## src/rtl/arm_mc_alu.sv

```systemverilog
// -----------------------------------------------------------------------------
// arm_mc_alu
//   Multi-cycle ALU between the decode/controller stage and the writeback mux.
//   It accepts one operation per valid/ready handshake and presents a registered
//   result plus a registered NZCV flag word. ADD/SUB/AND/ORR/EOR finish on the
//   accept edge. MUL/MULH go through an iterative shift-add multiplier that
//   consumes one multiplier bit per cycle.
//
// Ports
//   i_clk        rising-edge clock
//   i_rst_n      asynchronous reset, active low
//   i_in_valid   operation presented on i_op/i_src_a/i_src_b/i_set_flags
//   o_in_ready   ALU can accept (transfer when i_in_valid && o_in_ready)
//   i_op         000 ADD, 001 SUB, 010 AND, 011 ORR, 100 EOR, 101 MUL,
//                110 MULH, 111 reserved
//   i_src_a      operand A
//   i_src_b      operand B
//   i_set_flags  load NZCV when this operation's result is produced
//   o_out_valid  result valid, held until o_out_valid && i_out_ready
//   i_out_ready  consumer accepts the result
//   o_result     registered result
//   o_flags      registered {N,Z,C,V}
// -----------------------------------------------------------------------------
module arm_mc_alu #(
    parameter int WIDTH  = 32,
    parameter bit MUL_EN = 1'b1
) (
    input  logic             i_clk,
    input  logic             i_rst_n,
    input  logic             i_in_valid,
    output logic             o_in_ready,
    input  logic [2:0]       i_op,
    input  logic [WIDTH-1:0] i_src_a,
    input  logic [WIDTH-1:0] i_src_b,
    input  logic             i_set_flags,
    output logic             o_out_valid,
    input  logic             i_out_ready,
    output logic [WIDTH-1:0] o_result,
    output logic [3:0]       o_flags
);

    localparam int CW  = $clog2(WIDTH);
    localparam int MSB = WIDTH - 1;

    localparam logic [2:0] OP_ADD  = 3'b000;
    localparam logic [2:0] OP_SUB  = 3'b001;
    localparam logic [2:0] OP_AND  = 3'b010;
    localparam logic [2:0] OP_ORR  = 3'b011;
    localparam logic [2:0] OP_EOR  = 3'b100;
    localparam logic [2:0] OP_MUL  = 3'b101;
    localparam logic [2:0] OP_MULH = 3'b110;

    typedef enum logic [1:0] {
        S_IDLE = 2'b00,
        S_MULT = 2'b01,
        S_DONE = 2'b10
    } state_t;

    state_t             r_state;
    state_t             w_state_next;
    logic [WIDTH-1:0]   r_result;
    logic [3:0]         r_flags;
    logic [WIDTH-1:0]   r_mcand;      // multiplicand captured at accept
    logic [2*WIDTH-1:0] r_prod;       // {partial product, remaining multiplier bits}
    logic [CW-1:0]      r_cnt;
    logic               r_mulh;
    logic               r_set_flags;

    logic               w_accept;
    logic               w_is_mul;
    logic [WIDTH:0]     w_add;
    logic [WIDTH:0]     w_sub;
    logic [WIDTH-1:0]   w_alu_res;
    logic               w_alu_c;
    logic               w_alu_v;
    logic               w_alu_flag_en;
    logic [WIDTH:0]     w_step_sum;
    logic [2*WIDTH-1:0] w_prod_next;
    logic               w_mul_last;
    logic [WIDTH-1:0]   w_mul_res;

    assign o_in_ready  = (r_state == S_IDLE) || ((r_state == S_DONE) && i_out_ready);
    assign o_out_valid = (r_state == S_DONE);
    assign o_result    = r_result;
    assign o_flags     = r_flags;

    assign w_accept = i_in_valid && o_in_ready;
    // With the multiplier left out, MUL/MULH fall through to the reserved path.
    assign w_is_mul = MUL_EN && ((i_op == OP_MUL) || (i_op == OP_MULH));

    // The extra top bit is the carry for ADD and the borrow for SUB.
    assign w_add = {1'b0, i_src_a} + {1'b0, i_src_b};
    assign w_sub = {1'b0, i_src_a} - {1'b0, i_src_b};

    always_comb begin
        w_alu_res     = '0;
        w_alu_c       = r_flags[1];
        w_alu_v       = r_flags[0];
        w_alu_flag_en = 1'b0;
        case (i_op)
            OP_ADD: begin
                w_alu_res     = w_add[WIDTH-1:0];
                w_alu_c       = w_add[WIDTH];
                w_alu_v       = (i_src_a[MSB] == i_src_b[MSB]) && (w_add[MSB] != i_src_a[MSB]);
                w_alu_flag_en = 1'b1;
            end
            OP_SUB: begin
                w_alu_res     = w_sub[WIDTH-1:0];
                w_alu_c       = ~w_sub[WIDTH];
                w_alu_v       = (i_src_a[MSB] != i_src_b[MSB]) && (w_sub[MSB] != i_src_a[MSB]);
                w_alu_flag_en = 1'b1;
            end
            OP_AND: begin
                w_alu_res     = i_src_a & i_src_b;
                w_alu_flag_en = 1'b1;
            end
            OP_ORR: begin
                w_alu_res     = i_src_a | i_src_b;
                w_alu_flag_en = 1'b1;
            end
            OP_EOR: begin
                w_alu_res     = i_src_a ^ i_src_b;
                w_alu_flag_en = 1'b1;
            end
            default: begin
                // Reserved (and MUL/MULH without a multiplier): zero result,
                // flags never touched.
                w_alu_res     = '0;
                w_alu_flag_en = 1'b0;
            end
        endcase
    end

    // One shift-add step: conditionally add the multiplicand into the upper
    // half, then shift the whole product right. The multiplier bits drain out
    // of the bottom as product bits fill in from the top.
    assign w_step_sum  = {1'b0, r_prod[2*WIDTH-1:WIDTH]} +
                         (r_prod[0] ? {1'b0, r_mcand} : {(WIDTH+1){1'b0}});
    assign w_prod_next = {w_step_sum, r_prod[WIDTH-1:1]};
    assign w_mul_last  = (r_cnt == CW'(WIDTH - 1));
    assign w_mul_res   = r_mulh ? w_prod_next[2*WIDTH-1:WIDTH] : w_prod_next[WIDTH-1:0];

    always_comb begin
        w_state_next = r_state;
        case (r_state)
            S_IDLE: begin
                if (i_in_valid) begin
                    w_state_next = w_is_mul ? S_MULT : S_DONE;
                end
            end
            S_MULT: begin
                if (w_mul_last) begin
                    w_state_next = S_DONE;
                end
            end
            S_DONE: begin
                // A new op accepted here retires the old result on the same edge.
                if (i_out_ready) begin
                    if (i_in_valid) begin
                        w_state_next = w_is_mul ? S_MULT : S_DONE;
                    end else begin
                        w_state_next = S_IDLE;
                    end
                end
            end
            default: w_state_next = S_IDLE;
        endcase
    end

    always_ff @(posedge i_clk or negedge i_rst_n) begin
        if (!i_rst_n) begin
            r_state     <= S_IDLE;
            r_result    <= '0;
            r_flags     <= 4'b0000;
            r_mcand     <= '0;
            r_prod      <= '0;
            r_cnt       <= '0;
            r_mulh      <= 1'b0;
            r_set_flags <= 1'b0;
        end else begin
            r_state <= w_state_next;
            if (w_accept) begin
                r_mcand     <= i_src_a;
                r_prod      <= {{WIDTH{1'b0}}, i_src_b};
                r_cnt       <= '0;
                r_mulh      <= (i_op == OP_MULH);
                r_set_flags <= i_set_flags;
                if (!w_is_mul) begin
                    r_result <= w_alu_res;
                    if (i_set_flags && w_alu_flag_en) begin
                        r_flags <= {w_alu_res[MSB], (w_alu_res == '0), w_alu_c, w_alu_v};
                    end
                end
            end else if (r_state == S_MULT) begin
                r_prod <= w_prod_next;
                r_cnt  <= r_cnt + 1'b1;
                if (w_mul_last) begin
                    r_result <= w_mul_res;
                    // Multiplies only touch N and Z; C and V carry over.
                    if (r_set_flags) begin
                        r_flags <= {w_mul_res[MSB], (w_mul_res == '0), r_flags[1:0]};
                    end
                end
            end
        end
    end

endmodule

```

## config.mk

```make
export PLATFORM = sky130hd
export DESIGN_NAME = arm_mc_alu
export DESIGN_NICKNAME = d
export VERILOG_FILES = /design/src/rtl/arm_mc_alu.sv
export SDC_FILE = /design/constraint.sdc
export NUM_CORES = 1
export LEC_CHECK = 0
export ABC_CLOCK_PERIOD_IN_PS = 4300
export CAP_MARGIN = 10
export CORE_MARGIN = 1
export CORE_UTILIZATION = 27
export CTS_CLUSTER_DIAMETER = 50
export CTS_CLUSTER_SIZE = 20
export DETAILED_ROUTE_END_ITERATION = 8
export PLACE_DENSITY = 0.51
export SYNTH_ARGS = -nofsm -noshare
export SYNTH_HDL_FRONTEND = slang
export SYNTH_SLANG_ARGS = --single-unit
```

## constraint.sdc

```tcl
create_clock -name i_clk -period 4.3 [get_ports i_clk]
set_clock_uncertainty 0.1 [all_clocks]
set_input_delay 0.645 -clock i_clk [delete_from_list [all_inputs] [get_ports i_clk]]
set_output_delay 0.645 -clock i_clk [all_outputs]
set_load 0.02 [all_outputs]
```

### After elaboration in Yosys (flattened, before gate mapping)

Index checks and enable logic that the tools add are counted.

| cells by class | value |
|---|---|
| add/subtract/negate cells | 4 |
| eq/ne operators | 18 |
| multiplexer cells | 26 |
| bitwise logic cells | 5 |
| reduce and logical (&&, ||, !) cells | 20 |

Operators with widths:

| operator | count |
|---|---|
| 2-to-1 mux 32 bit | 6 |
| one-hot mux 32 bit (5 select lines) | 1 |
| 2-to-1 mux 64 bit | 2 |
| adder 32 x 32 -> 33 bit | 2 |
| zero test 32 bit | 2 |
| subtractor 32 x 32 -> 33 bit | 1 |
| AND 32 bit | 1 |
| bitwise OR 32 bit | 1 |
| XOR 32 bit | 1 |
| 2-to-1 mux 4 bit | 6 |
| 2-to-1 mux 2 bit | 5 |
| 2-to-1 mux 5 bit | 2 |
| == test 3 bit (second input constant) | 3 |
| nonzero test 2 bit | 4 |
| == test 3 x 2 -> 1 bit (second input constant) | 2 |
| != test 2 bit (second input constant) | 3 |
| one-hot mux 2 bit (3 select lines) | 1 |
| AND reduction 3 bit | 2 |
| adder 5 x 1 -> 5 bit (second input constant) | 1 |
| == test 5 bit (second input constant) | 1 |
| logical AND 1 bit | 5 |
| AND reduction 5 bit | 1 |
| OR reduction 5 bit | 1 |
| != test 2 x 1 -> 1 bit (second input constant) | 2 |
| 12 further kinds | 17 |

| storage, ports and cells | value |
|---|---|
| register bits after elaboration | 141 |
| input bits | 72 |
| output and inout bits | 38 |

### Depth between registers and ports, before layout

| depth | value |
|---|---|
| word-level depth | 8 |
| depth in mapped cells | 16 |
| gate-level depth less buffers | 16 |

### Worst setup path before layout

No wires, ideal clock.

| timing path | value |
|---|---|
| kind | input to register |
| from | input port i_src_a[0] |
| to | register r_flags[2], in the netlist o_flags[2] |
| library setup time | 0.066 ns |
| arrival | 3.673 ns |
| data required time | 4.134 ns |
| slack | 0.462 ns |
| stages on the path | 14 |
| buffers on the path | 0 |
| path through | ha_1 > fa_1 > a211oi_1 > o21ai_1 > a31oi_1 > o21ai_1 > a21o_1 > a21oi_1 > xnor2_1 > o22ai_1 > a2111oi_0 > inv_1 > nor4_1 > a31o_1 |

| between the ends | value |
|---|---|
| cells in the longest elaborated chain, start to end | 6 |

RTL lines:

| what | line | RTL |
|---|---|---|
| start, declared | 33 | `input logic [WIDTH-1:0] i_src_a,` |
| subtractor 32 x 32 -> 33 bit (tied with other cells) | 93 | `assign w_sub = {1'b0, i_src_a} - {1'b0, i_src_b};` |
| one-hot mux 32 bit (5 select lines) (*) | 100 | `case (i_op)` |
| zero test 32 bit (*) | 191 | `r_flags <= {w_alu_res[MSB], (w_alu_res == '0), w_alu_c, w_alu_v};` |
| 2-to-1 mux 4 bit (*) | 190 | `if (i_set_flags && w_alu_flag_en) begin` |
| 2-to-1 mux 4 bit (*) | 188 | `if (!w_is_mul) begin` |
| 2-to-1 mux 4 bit (*) | 182 | `if (w_accept) begin` |
| end signal, assigned | 191 |  |
| end signal, assigned | 201 | `r_flags <= {w_mul_res[MSB], (w_mul_res == '0), r_flags[1:0]};` |
| end, declared | 62 | `logic [3:0] r_flags;` |

Mark *: on every way between the ends. The rest lies on a longest branch, timed or not. The select of a mux whose other input is x is not followed.
A chain may end at the register's enable or synchronous reset.

### Worst setup path in the final report

| timing path | value |
|---|---|
| from | input port i_src_a[2] |
| to | register r_flags[2], in the netlist o_flags[2] |

The elaborated chain is that of the path after synthesis.

==> flow_summary.json <==
{
  "clk_latency_ns": 0.45,
  "hp-class": "primary input to asynchronous set/reset pin",
  "outcome": "complete, no violations",
  "fin_nets": 2422,
  "setup-tns-final_ns": 0,
  "antenna_cells": 0,
  "worst_slew_pin_slew_ns": 1.05,
  "vias_per_cell": 5.25,
  "synth_adder_area_share_pct": 12.9,
  "synth_edf_count": 0,
  "synth_top_family_by_area": "compound AO/OA/AOI/OAI gates",
  "final_area_mm2": 0.0189,
  "yosys.area_share.simple_pct": 22.8,
  "ys.flop_type": "dfrtp_1",
  "synth_largest_area_cell": "dfrtp_1",
  "clk_pin_slew_worst_paths_ns": 0.06,
  "netlist_top_cells_count": "269 x nand2_1, 156 x o21ai_0, 141 x dfrtp_1",
  "crit_path_max_fanout": 4,
  "cpPeakStageDelay_ns": 0.48,
  "cts_tree": "done",
  "drc": 0,
  "postSynth.asyncResetShare_pct": 100,
  "grt-ovfl-total": 0,
  "place_area_mm2": 0.0180,
  "cp-start-kind": "primary input",
  "max_cap_viol_count": 0,
  "cts_made_buffers": 17,
  "clockBufferDepth": 2,
  "synth_compound_area_share_pct": 27.9,
  "drive_gt1_share_pct": 21.2,
  "row_count": 82,
  "cts_sinks": 141,
  "rsz0062_at_grt": "yes",
  "synth_most_common_cell": "nand2_1",
  "synth_mux_area_share_pct": 1.86,
  "synth_top_area_share_pct": 25.5,
  "avgSynthCellArea_um2": 7.52,
  "gp_congestion": 0.968,
  "setup_viol": 0,
  "highest_layer": "met4",
  "ys_seq_elements": 141,
  "wl_met2_um": 25900,
  "synth_warnings": 0,
  "netlist_area_mm2": 0.0138,
  "wl_met1_um": 28200,
  "routedWlPerCell_um": 20.1,
  "routed_wirelength_um": 58100,
  "netlist_top_cells_area": "dfrtp_1 26%, ha_1 12%, nand2_1 7.3%",
  "drtIter0Drc": 1182,
  "fp.dieW_um": 228,
  "antenna_found_initial": 0,
  "cts_max_level": 4,
  "endpoint_kind": "flop",
  "worstPathArrival_ns": 4.50,
  "numPortBuffers": 109,
  "dpl.hpwl_um": 46500,
  "area_growth_pct": 36.9,
  "seq_area_frac_synth_pct": 25.5,
  "start_util_pct": 27.4,
  "route.antenna.remaining_nets": 0,
  "slowest_stage": "clkdlybuf4s50_1",
  "yosysUniqueCellTypes": 94,
  "die_y_um": 228,
  "fmax_mhz": 238,
  "routed-wl-met3_um": 2980,
  "path_class": "primary input to flop",
  "slew_viol_final": 0,
  "fin_crit_sh_pct": 97.9,
  "first_global_vias": 14700,
  "min_period_ns": 4.21,
  "synth_xor_area_share_pct": 2.47,
  "grt_usage_pct": 22.0,
  "grt_max_degree": 83,
  "ir_drop_mv": 0.355,
  "relSlewSlack_pct": 30.3,
  "ios": 110,
  "worstPathRequired_ns": 4.59,
  "path_cells": "clkdlybuf4s50_1 -> inv_1 -> ha_4 -> nor2_2 -> a2111oi_4 -> buf_4 -> nor4_4 -> nor2_1 -> o21ai_0 -> buf_4 -> a32oi_1 -> o21ai_0 -> nand4b_1 -> nor4_2 -> nand4_1 -> nor4_2 -> a31o_1",
  "vias": 15200,
  "crit_buf_inv": 4,
  "syn_inst": 1837,
  "whs_ns": 0.158,
  "crit_family": "simple AND/OR/NAND/NOR gates",
  "die_area_mm2": 0.0521,
  "postCtsHoldBufs": 0,
  "p_per_area_mw_per_mm2": 409,
  "root_buffer": "clkbuf_16",
  "core_mm2": 0.0504,
  "grt_pass1_wl_um": 89000,
  "p_leak_nw": 8.89,
  "drt_pass1_iterations": 5,
  "synth_fp_nets": 2050,
  "hold_viol_final": 0
}
-- registers in the layout (all words and copies together) (netlist names) --
name	cells
r_prod	64
o_result	32
r_mcand	32
r_cnt	5
o_flags	4
r_state	2
r_mulh	1
r_set_flags	1
-- metrics by stage --
stage | std cells | util (%) | power [mW] | setup slack [ns]
final | 2894 | 37.6 | 7.73 | 0.0902
after global routing | 2894 | 37.6 | 8.24 | -0.184
after CTS | 2889 | 37.0 | 7.69 | 0.00515
after detailed placement | 2856 | 35.7 | 6.15 | -0.676
after global placement | 2856 | 35.7 | 6.10 | -0.692
after floorplan | 1837 | - | 4.36 | 0.462
-- cell usage in the layout (no fill, tap or decap), drive strengths merged, types with 11 or more instances in the layout --
cell type      netlist  layout
o21bai              16      16
nor2               122     122
ha                 138     138
dfrtp              141     141
xnor2               22      22
buf                 28     359
mux2i               13      13
mux2                11      11
and2                40      40
o22ai               13      13
o31ai               21      21
inv                113     113
xor2                17      17
clkdlybuf4s50        0     104
nand2              269     269
a22oi               33      33
a31oi               16      16
nand4               17      17
clkinv               5      12
a21oi              135     135
a211oi              34      34
nand2b              19      19
o211ai              24      24
clkbuf              85      22
nor3                49      49
nand3               66      66
nor2b               25      25
nor4                25      25
o21ai              164     164
a21o                29      29
-- cell families (layout without fill, tap and decap cells) --
family	Yosys count	count (layout)
and+or+nand+nor	674	674
adders and majority gates	141	141
AOI/OAI and AO/OA	587	587
DFF	141	141
muxes	24	24
xor gates and xnor gates	39	39
buffers and inverters	231	616
-- worst register-to-register path: stages, from the launching register on --
cell,delay [ns]
dfrtp_1,0.39
and2_1,0.14
ha_1,0.16
inv_1,0.06
fa_1,0.42
nand2b_1,0.19
a21oi_1,0.32
o21ai_1,0.20
a31o_2,0.28
o31ai_2,0.36
a41o_1,0.31
o31a_1,0.19
a21oi_1,0.12
a2111oi_0,0.43
nand4_1,0.18
nand2_1,0.11
a31o_1,0.09
-- area by class of cell --
cell class | count | area [µm²]
Tap cell | 672 | 841
Multi-Input combinational cell | 1465 | 9710
Fill cell | 5199 | 31500
Clock inverter | 10 | 114
Clock buffer | 22 | 474
Sequential cell | 141 | 3530
Timing Repair Buffer | 466 | 3810
Inverter | 118 | 443
-- metal layers --
| layer | vias to the layer above | track usage (%) |
|---|---|---|
| met5 | - | 0 |
| met4 | 0 | 5.35 |
| met3 | 48 | 2.44 |
| met2 | 438 | 34.7 |
| met1 | 7359 | 31.7 |
| li1 | 7340 | - |
-- report_power, final --
group	switching, mW	internal (mW)
Combinational	2.34	1.70
Sequential	0.380	1.81
Clock	0.603	0.897
Total	3.32	4.41
-- what timing repair did --
action	CTS	global route
setup endpoints to repair	6	13
buffers inserted	1	6
resized for setup	8	48
pin swaps	6	20
-- path summary, 6_finish.rpt --
| path | startpoint | endpoint | slack (ns) | cells past startpoint |
|---|---|---|---|---|
| worst min-delay path | i_rst_n | r_prod[61] | 0.16 | 1 |
| min in group i_clk | r_mcand[28] | r_mcand[28] | 0.38 | 2 |
| worst max register to register | r_prod[0] | o_flags[2] | 0.20 | 16 |
| worst min register to register | r_mcand[28] | r_mcand[28] | 0.38 | 2 |
| max in group asynchronous | i_rst_n | r_prod[48] | 3.10 | 2 |
| worst max-delay path | i_src_a[2] | o_flags[2] | 0.09 | 17 |
(Power assumes the default switching activity.)
